`src/rtl/div_seq.sv`:
```
// Iterative radix-2 restoring divider: one quotient bit per clock, START/BUSY/DONE
// handshake, unsigned or two's-complement operands selected by TC.
module div_seq #(
    parameter int A_width = 16,
    parameter int B_width = 8
) (
    input  logic               CLK,
    input  logic               RST_N,
    input  logic               START,
    input  logic [A_width-1:0] A,
    input  logic [B_width-1:0] B,
    input  logic               TC,
    output logic               BUSY,
    output logic               DONE,
    output logic [A_width-1:0] QUOTIENT,
    output logic [B_width-1:0] REMAINDER,
    output logic               DIV_BY_ZERO
);

    localparam int CW = $clog2(A_width + 1);
    localparam logic [CW-1:0] LAST = CW'(A_width - 1);

    typedef enum logic [1:0] {IDLE, CALC, POST} state_t;

    state_t state, state_next;

    logic               sign_a, sign_b, zero;
    logic [A_width-1:0] dvd;
    logic [B_width-1:0] rem, mag_b, a_low;
    logic [CW-1:0]      count;

    logic [A_width-1:0] a_mag;
    logic [B_width-1:0] b_mag;
    logic [B_width:0]   shifted, trial;
    logic [A_width-1:0] q_final;
    logic [B_width-1:0] r_final;

    always_ff @(posedge CLK or negedge RST_N) begin
        if (!RST_N) state <= IDLE;
        else        state <= state_next;
    end

    always_comb begin
        state_next = state;
        case (state)
            IDLE:    if (START) state_next = CALC;
            CALC:    if (count == LAST) state_next = POST;
            POST:    state_next = IDLE;
            default: state_next = IDLE;
        endcase
    end

    // Sign handling works on magnitudes; the most-negative value's magnitude fits unsigned.
    always_comb begin
        a_mag   = (A[A_width-1] & TC) ? -A : A;
        b_mag   = (B[B_width-1] & TC) ? -B : B;
        shifted = {rem, dvd[A_width-1]};
        trial   = shifted - {1'b0, mag_b};
        if (zero) begin
            q_final = '1;
            r_final = a_low;
        end else begin
            q_final = (sign_a ^ sign_b) ? -dvd : dvd;
            r_final = sign_a ? -rem : rem;
        end
    end

    assign BUSY = (state != IDLE);

    always_ff @(posedge CLK or negedge RST_N) begin
        if (!RST_N) begin
            sign_a      <= 1'b0;
            sign_b      <= 1'b0;
            zero        <= 1'b0;
            dvd         <= '0;
            rem         <= '0;
            mag_b       <= '0;
            a_low       <= '0;
            count       <= '0;
            DONE        <= 1'b0;
            QUOTIENT    <= '0;
            REMAINDER   <= '0;
            DIV_BY_ZERO <= 1'b0;
        end else begin
            DONE <= 1'b0;
            case (state)
                IDLE: begin
                    if (START) begin
                        sign_a <= A[A_width-1] & TC;
                        sign_b <= B[B_width-1] & TC;
                        dvd    <= a_mag;
                        mag_b  <= b_mag;
                        rem    <= '0;
                        count  <= '0;
                        zero   <= (B == '0);
                        a_low  <= A[B_width-1:0];
                    end
                end
                CALC: begin
                    // The dividend register fills with quotient bits from the right as it shifts out.
                    if (!trial[B_width]) begin
                        rem <= trial[B_width-1:0];
                        dvd <= {dvd[A_width-2:0], 1'b1};
                    end else begin
                        rem <= shifted[B_width-1:0];
                        dvd <= {dvd[A_width-2:0], 1'b0};
                    end
                    count <= count + CW'(1);
                end
                POST: begin
                    QUOTIENT    <= q_final;
                    REMAINDER   <= r_final;
                    DIV_BY_ZERO <= zero;
                    DONE        <= 1'b1;
                end
                default: ;
            endcase
        end
    end

endmodule
```
`config.mk`:
```
export PLATFORM = sky130hd
export DESIGN_NAME = div_seq
export DESIGN_NICKNAME = d
export VERILOG_FILES = /design/src/rtl/div_seq.sv
export SDC_FILE = /design/constraint.sdc
export NUM_CORES = 1
export LEC_CHECK = 0
export ABC_AREA = 1
export BUFFER_PORTS_ARGS = -buffer_cell sky130_fd_sc_hd__buf_2
export CAP_MARGIN = 20
export CORE_UTILIZATION = 65
export CTS_BUF_LIST = sky130_fd_sc_hd__clkbuf_4 sky130_fd_sc_hd__clkbuf_8
export CTS_CLUSTER_DIAMETER = 60
export DETAILED_ROUTE_END_ITERATION = 12
export PLACE_DENSITY = 0.95
export SETUP_SLACK_MARGIN = 0.3
export SLEW_MARGIN = 20
export SYNTH_ARGS = -nofsm -noshare
export SYNTH_HDL_FRONTEND = slang
export SYNTH_SLANG_ARGS = --single-unit
```
`constraint.sdc`:
```
create_clock -name CLK -period 4.7 [get_ports CLK]
set_input_delay 0.47 -clock CLK [delete_from_list [all_inputs] [get_ports CLK]]
set_output_delay 0.47 -clock CLK [all_outputs]
set_load 0.01 [all_outputs]
```
==> Yosys cells after proc, flatten, opt, wreduce, memory -nomap -nowiden <==
Index checks and enable logic that the tools add are counted.
{ "op_classes": {"add_sub_neg": 6, "n_mul": 0, "div": 0, "n_lt_le_gt_ge": 0, "n_eq_ne": 5, "shifts": 0, "n_mux": 18, "n_bitwise": 3, "n_reduce_logical": 7} }
{ "op_table": {"columns": ["op", "n"], "rows": [
  ["$mux 16", 4],
  ["$mux 8", 5],
  ["$neg 16->16", 2],
  ["$pmux 16 s2", 1],
  ["$neg 8->8", 2],
  ["$pmux 8 s2", 1],
  ["$pmux 5 s2", 1],
  ["$sub 9x8->9", 1],
  ["$logic_not 8->1", 1],
  ["$reduce_and 2->1", 3],
  ["$add 5x1->5 const B", 1],
  ["$eq 5x4->1 const B", 1],
  ["$mux 5", 1],
  ["$mux 2", 2],
  ["$ne 2x2->1 const B", 2],
  ["$pmux 2 s2", 1],
  ["$reduce_bool 2->1", 2],
  ["$and 1x1->1", 2],
  ["$eq 2x1->1 const B", 1],
  ["$eq 2x2->1 const B", 1],
  ["$logic_not 2->1", 1],
  ["$mux 1", 2],
  ["$xor 1x1->1", 1]
]} }
{ "totals": {"ff_bits": 76, "latch_bits": 0, "ram_bits": 0, "mem_bits_ro": 0, "inputBits": 28, "output_inout_bits": 27, "word_cells": 52, "n_memories": 0} }

==> Depth between registers and ports, before layout <==
{ "logic_depth": {"ltp_word": 4, "ltp_mapped": 13, "ltp_nobuf": 13} }

==> Worst setup path after synthesis <==
OpenSTA, ideal clock, no wires.
{ "synth_path": {"kind": "register -> register", "start": "register dvd[15]", "end": "register rem[2]", "setup_time_ns": 0.117, "t_arrival_ns": 1.717, "required_time_ns": 4.583, "slack_ns": 2.866, "path_stages_with_launch": 14, "n_path_buf": 0, "synth_period_minus_slack_ns": 1.834, "cell_sequence": "dfrtp_1 > inv_1 > ha_1 > fa_1 > inv_1 > nand3_1 > nand2_1 > nand2_2 > nand2_2 > nand2_4 > nand2_4 > nand2_1 > nand3_1 > nand2_1"} }
{ "synth_between": {"elab_chain_cells": 3} }
{ "synth_rtl": {"columns": ["item", "line", "source"], "rows": [
  ["start: declaration", "28", "logic [A_width-1:0] dvd;"],
  ["start signal: assignment", "91", "dvd <= a_mag;"],
  ["start signal: assignment", "103", "dvd <= {dvd[A_width-2:0], 1'b1};"],
  ["start signal: assignment", "106", "dvd <= {dvd[A_width-2:0], 1'b0};"],
  ["$sub 9x8->9", "58", "trial = shifted - {1'b0, mag_b};"],
  ["$mux 8", "101", "if (!trial[B_width]) begin"],
  ["$pmux 8 s2", "86", "case (state)"],
  ["end signal: assignment", "102", "rem <= trial[B_width-1:0];"],
  ["end signal: assignment", "105", "rem <= shifted[B_width-1:0];"],
  ["end: declaration", "29", "logic [B_width-1:0] rem, mag_b, a_low;"]
]} }
Every way passes these cells.
A chain may end at the register's enable or synchronous reset.

==> Worst setup path after layout <==
{ "layout_path": {"start": "register dvd[15]", "end": "register rem[5]"} }
The elaborated chain is that of the path after synthesis.

==> flow_metrics.py <==
metrics = {
    "power": {
        "switching_power_mw": 1.97,
        "pwr-share-clk_pct": 11.5,
        "power_mw": 3.96,
        "p_leak_nw": 2.63,
        "p_int_mw": 2.00,
        "seqPwrFrac_pct": 32.1,
        "peakVddDrop_mv": 0.347,
        "combPwrFrac_pct": 56.4,
        "power_density_mw_per_mm2": 764,
        "sw_frac_of_total_pct": 49.6,
    },
    "synthesis": {
        "synth_area_leaders": "dfrtp_1, nand2_1, nand3_1, inv_1, ha_1",
        "ys_seq_area_share_pct": 40.4,
        "synth.yosys.warnings": 0,
        "synth_top_area_cell": "dfrtp_1",
        "syn-mean-instance-area_um2": 7.73,
        "synth_edf_count": 0,
        "synth_cell_types": 44,
        "syn-cell-area_mm2": 0.00471,
        "synthArstFlopShare_pct": 100,
        "syn_inst": 610,
        "syn_nets": 653,
        "synth-seq-cells": 76,
        "ys.flop_type": "dfrtp_1",
        "synth.top_cell.area_share_pct": 40.4,
    },
    "detailed_routing": {
        "routed_wl_um": 11800,
        "drc": 0,
        "firstDrtPassIters": 7,
        "wl_per_cell_um": 15.5,
        "ant_nets": 0,
        "vias": 4530,
        "vias_per_cell": 5.94,
        "drt-initial-drc-count": 532,
    },
    "grt": {
        "grt_pass1_wl_um": 19500,
        "grt_pass1_vias": 4188,
        "grt_usage_pct": 33.9,
        "grt_max_degree": 77,
        "antenna_found_initial": 0,
        "overflow": 0,
    },
    "die": {
        "dieArea_mm2": 0.00760,
        "initial_core_util_pct": 68.2,
        "chipHeight_um": 87.2,
        "ios": 55,
        "coreArea_mm2": 0.00691,
        "die_x_um": 87.2,
        "rows": 30,
    },
    "final_layout": {
        "drive_gt1_share_pct": 16.2,
        "syn_to_final_growth_pct": 10.0,
        "postLayoutCellArea_mm2": 0.00518,
        "nNetsFinal": 704,
        "diodes": 0,
        "fillers": 528,
    },
    "run_status": {
        "outcome": "complete, no violations",
    },
    "setup_path": {
        "critical-path-top-delay-family": "simple AND/OR/NAND/NOR gates",
        "cpPeakStageDelay_ns": 0.42,
        "criticalPathCategory": "reg2reg",
        "path_cells": "inv_1, ha_1, fa_1, inv_1, nand3_1, nand2_1, nand2_2, nand2_2, nand2_4, nand2_4, nand2_1, nand3_1, nand2_1",
        "slowest_stage": "fa_1",
        "path_max_fanout": 9,
        "cp.arrival_ns": 2.46,
        "crit_top_cell": "nand2_1",
        "crit_buf_inv": 2,
        "start_kind": "register",
        "crit_required_ns": 4.94,
        "worst_setup_path_end_kind": "register",
    },
    "timing": {
        "finalSetupTns_ns": 0,
        "worstMarginPinSlew_ns": 0.951,
        "slew_headroom_pct": 36.6,
        "finalCritPeriodShare_pct": 47.1,
        "period_minus_slack_ns": 2.21,
        "rsz0062_at_grt": "no",
        "clock.fmax_ghz": 0.452,
        "hold_viol_final": 0,
        "setup_viol": 0,
        "maxSlewViolCount": 0,
        "finClkSkew_ns": 0.00612,
    },
    "clock_network": {
        "cts.sinks": 76,
        "postCtsSetupBuffers": 0,
        "clkTransAtPathRegs_ns": 0.08,
        "numCtsBuffers": 9,
        "ctsHoldBuffers": 0,
        "cts_tree": "done",
        "cts_resized": 0,
        "htree_levels": 3,
        "clock_path_buffers": 2,
        "ctsRootBufferMaster": "clkbuf_8",
        "worst_skew_pair.late_latency_ns": 0.36,
    },
    "place": {
        "hpwlAfterDp_um": 8620,
        "gp_congestion": 0.969,
        "portBuffers": 54,
        "placed_area_mm2": 0.00501,
    },
    "worst_hold_path": {
        "min_path_type": "in2async",
    },
    "job": {
        "drv_cap": 0,
    },
}
-- state kept, by name (all words and copies together) (netlist names), 2 cells and up --
| signal | count |
|---|---|
| mag_b | 8 |
| REMAINDER | 8 |
| state | 2 |
| count | 5 |
| QUOTIENT | 16 |
| a_low | 8 |
| dvd | 16 |
| rem | 8 |
-- logic make-up after synthesis --
group                      after synthesis  synth area share, %
AOI/OAI and AO/OA                      106                 14.1
adders and majority gates               15                 4.14
and+or+nand+nor                        295                 29.3
xor gates and xnor gates                15                 2.79
buffers and inverters                  103                 9.40
DFF                                     76                 40.4
-- routing by layer --
layer	GRT usage, %	wire (um)
met3	7.11	1180
met5	0	0
met2	54.5	5630
met1	44.7	4730
met4	14.6	294
-- cell usage in the layout (no fill, tap or decap), types with 14 or more instances in the layout --
master	n
nand2_1	146
inv_1	79
dfrtp_1	76
nand3_1	70
buf_2	54
nor2_1	41
o21ai_1	27
o21ai_0	20
a22oi_1	14
ha_1	14
-- worst paths after layout --
path	startpoint	to	slack, ns	cells after the start
worst max-delay path	dvd[15]	rem[5]	2.49	13
worst min-delay path	RST_N	REMAINDER[2]	0.32	2
worst max register to register	dvd[15]	rem[5]	2.49	13
worst min register to register	DIV_BY_ZERO	DIV_BY_ZERO	0.49	2
max in group asynchronous	RST_N	dvd[1]	3.75	2
min in group CLK	B[7]	zero	0.33	2
-- worst reg2reg max path, cell delays in order, from the launching register on --
cell and delay, ns:
dfrtp_1 0.39, inv_1 0.10, ha_1 0.25, fa_1 0.42, inv_1 0.10, nand3_1 0.09
nand2_1 0.13, nand2_2 0.11, nand2_2 0.10, nand2_4 0.09, nand2_4 0.09, nand2_1 0.06
nand3_1 0.10, nand2_1 0.07
-- metrics by stage --
stage / setup slack, ns / hold slack, ns / utilization [%] / cells
2_1_floorplan: 2.87 / 0.174 / - / 610
3_3_place_gp: 2.75 / 0.449 / 72.5 / 746
3_5_place_dp: 2.60 / 0.473 / 72.5 / 746
4_1_cts: 2.55 / 0.328 / 75.1 / 762
5_1_grt: 2.36 / 0.325 / 75.1 / 762
6_report: 2.49 / 0.321 / 75.1 / 762
-- area by class of cell --
| type | instances | area [um2] | share of cell area, % |
|---|---|---|---|
| multi-input combinational | 431 | 2370 | 45.7 |
| sequential | 76 | 1900 | 36.7 |
| inverter | 88 | 340 | 6.56 |
| timing repair buffer | 55 | 278 | 5.36 |
| clock buffer | 10 | 138 | 2.65 |
| tap | 96 | 120 | 2.32 |
| clock inverter | 6 | 38.8 | 0.748 |
-- cell usage after synthesis (7+ instances only) --
master / n
inv_2: 7
buf_2: 10
a22oi_1: 14
xor2_1: 13
nand2_1: 146
dfrtp_1: 76
ha_1: 14
a31oi_1: 8
o211ai_1: 8
nand3_1: 70
nand4_1: 8
inv_1: 79
a21oi_1: 13
o21ai_0: 20
o21ai_1: 27
nor2_1: 41
-- power groups by stage --
stage / clock [mW] / sequential, mW / combinational, mW
floorplan: 0 / 1.23 / 1.66
global placement: 0 / 1.25 / 2.04
detailed placement: 0 / 1.27 / 2.16
CTS: 0.454 / 1.26 / 2.19
global route: 0.484 / 1.30 / 2.50
finish: 0.455 / 1.27 / 2.23
Note: power is estimated with default switching activity, not from simulation.
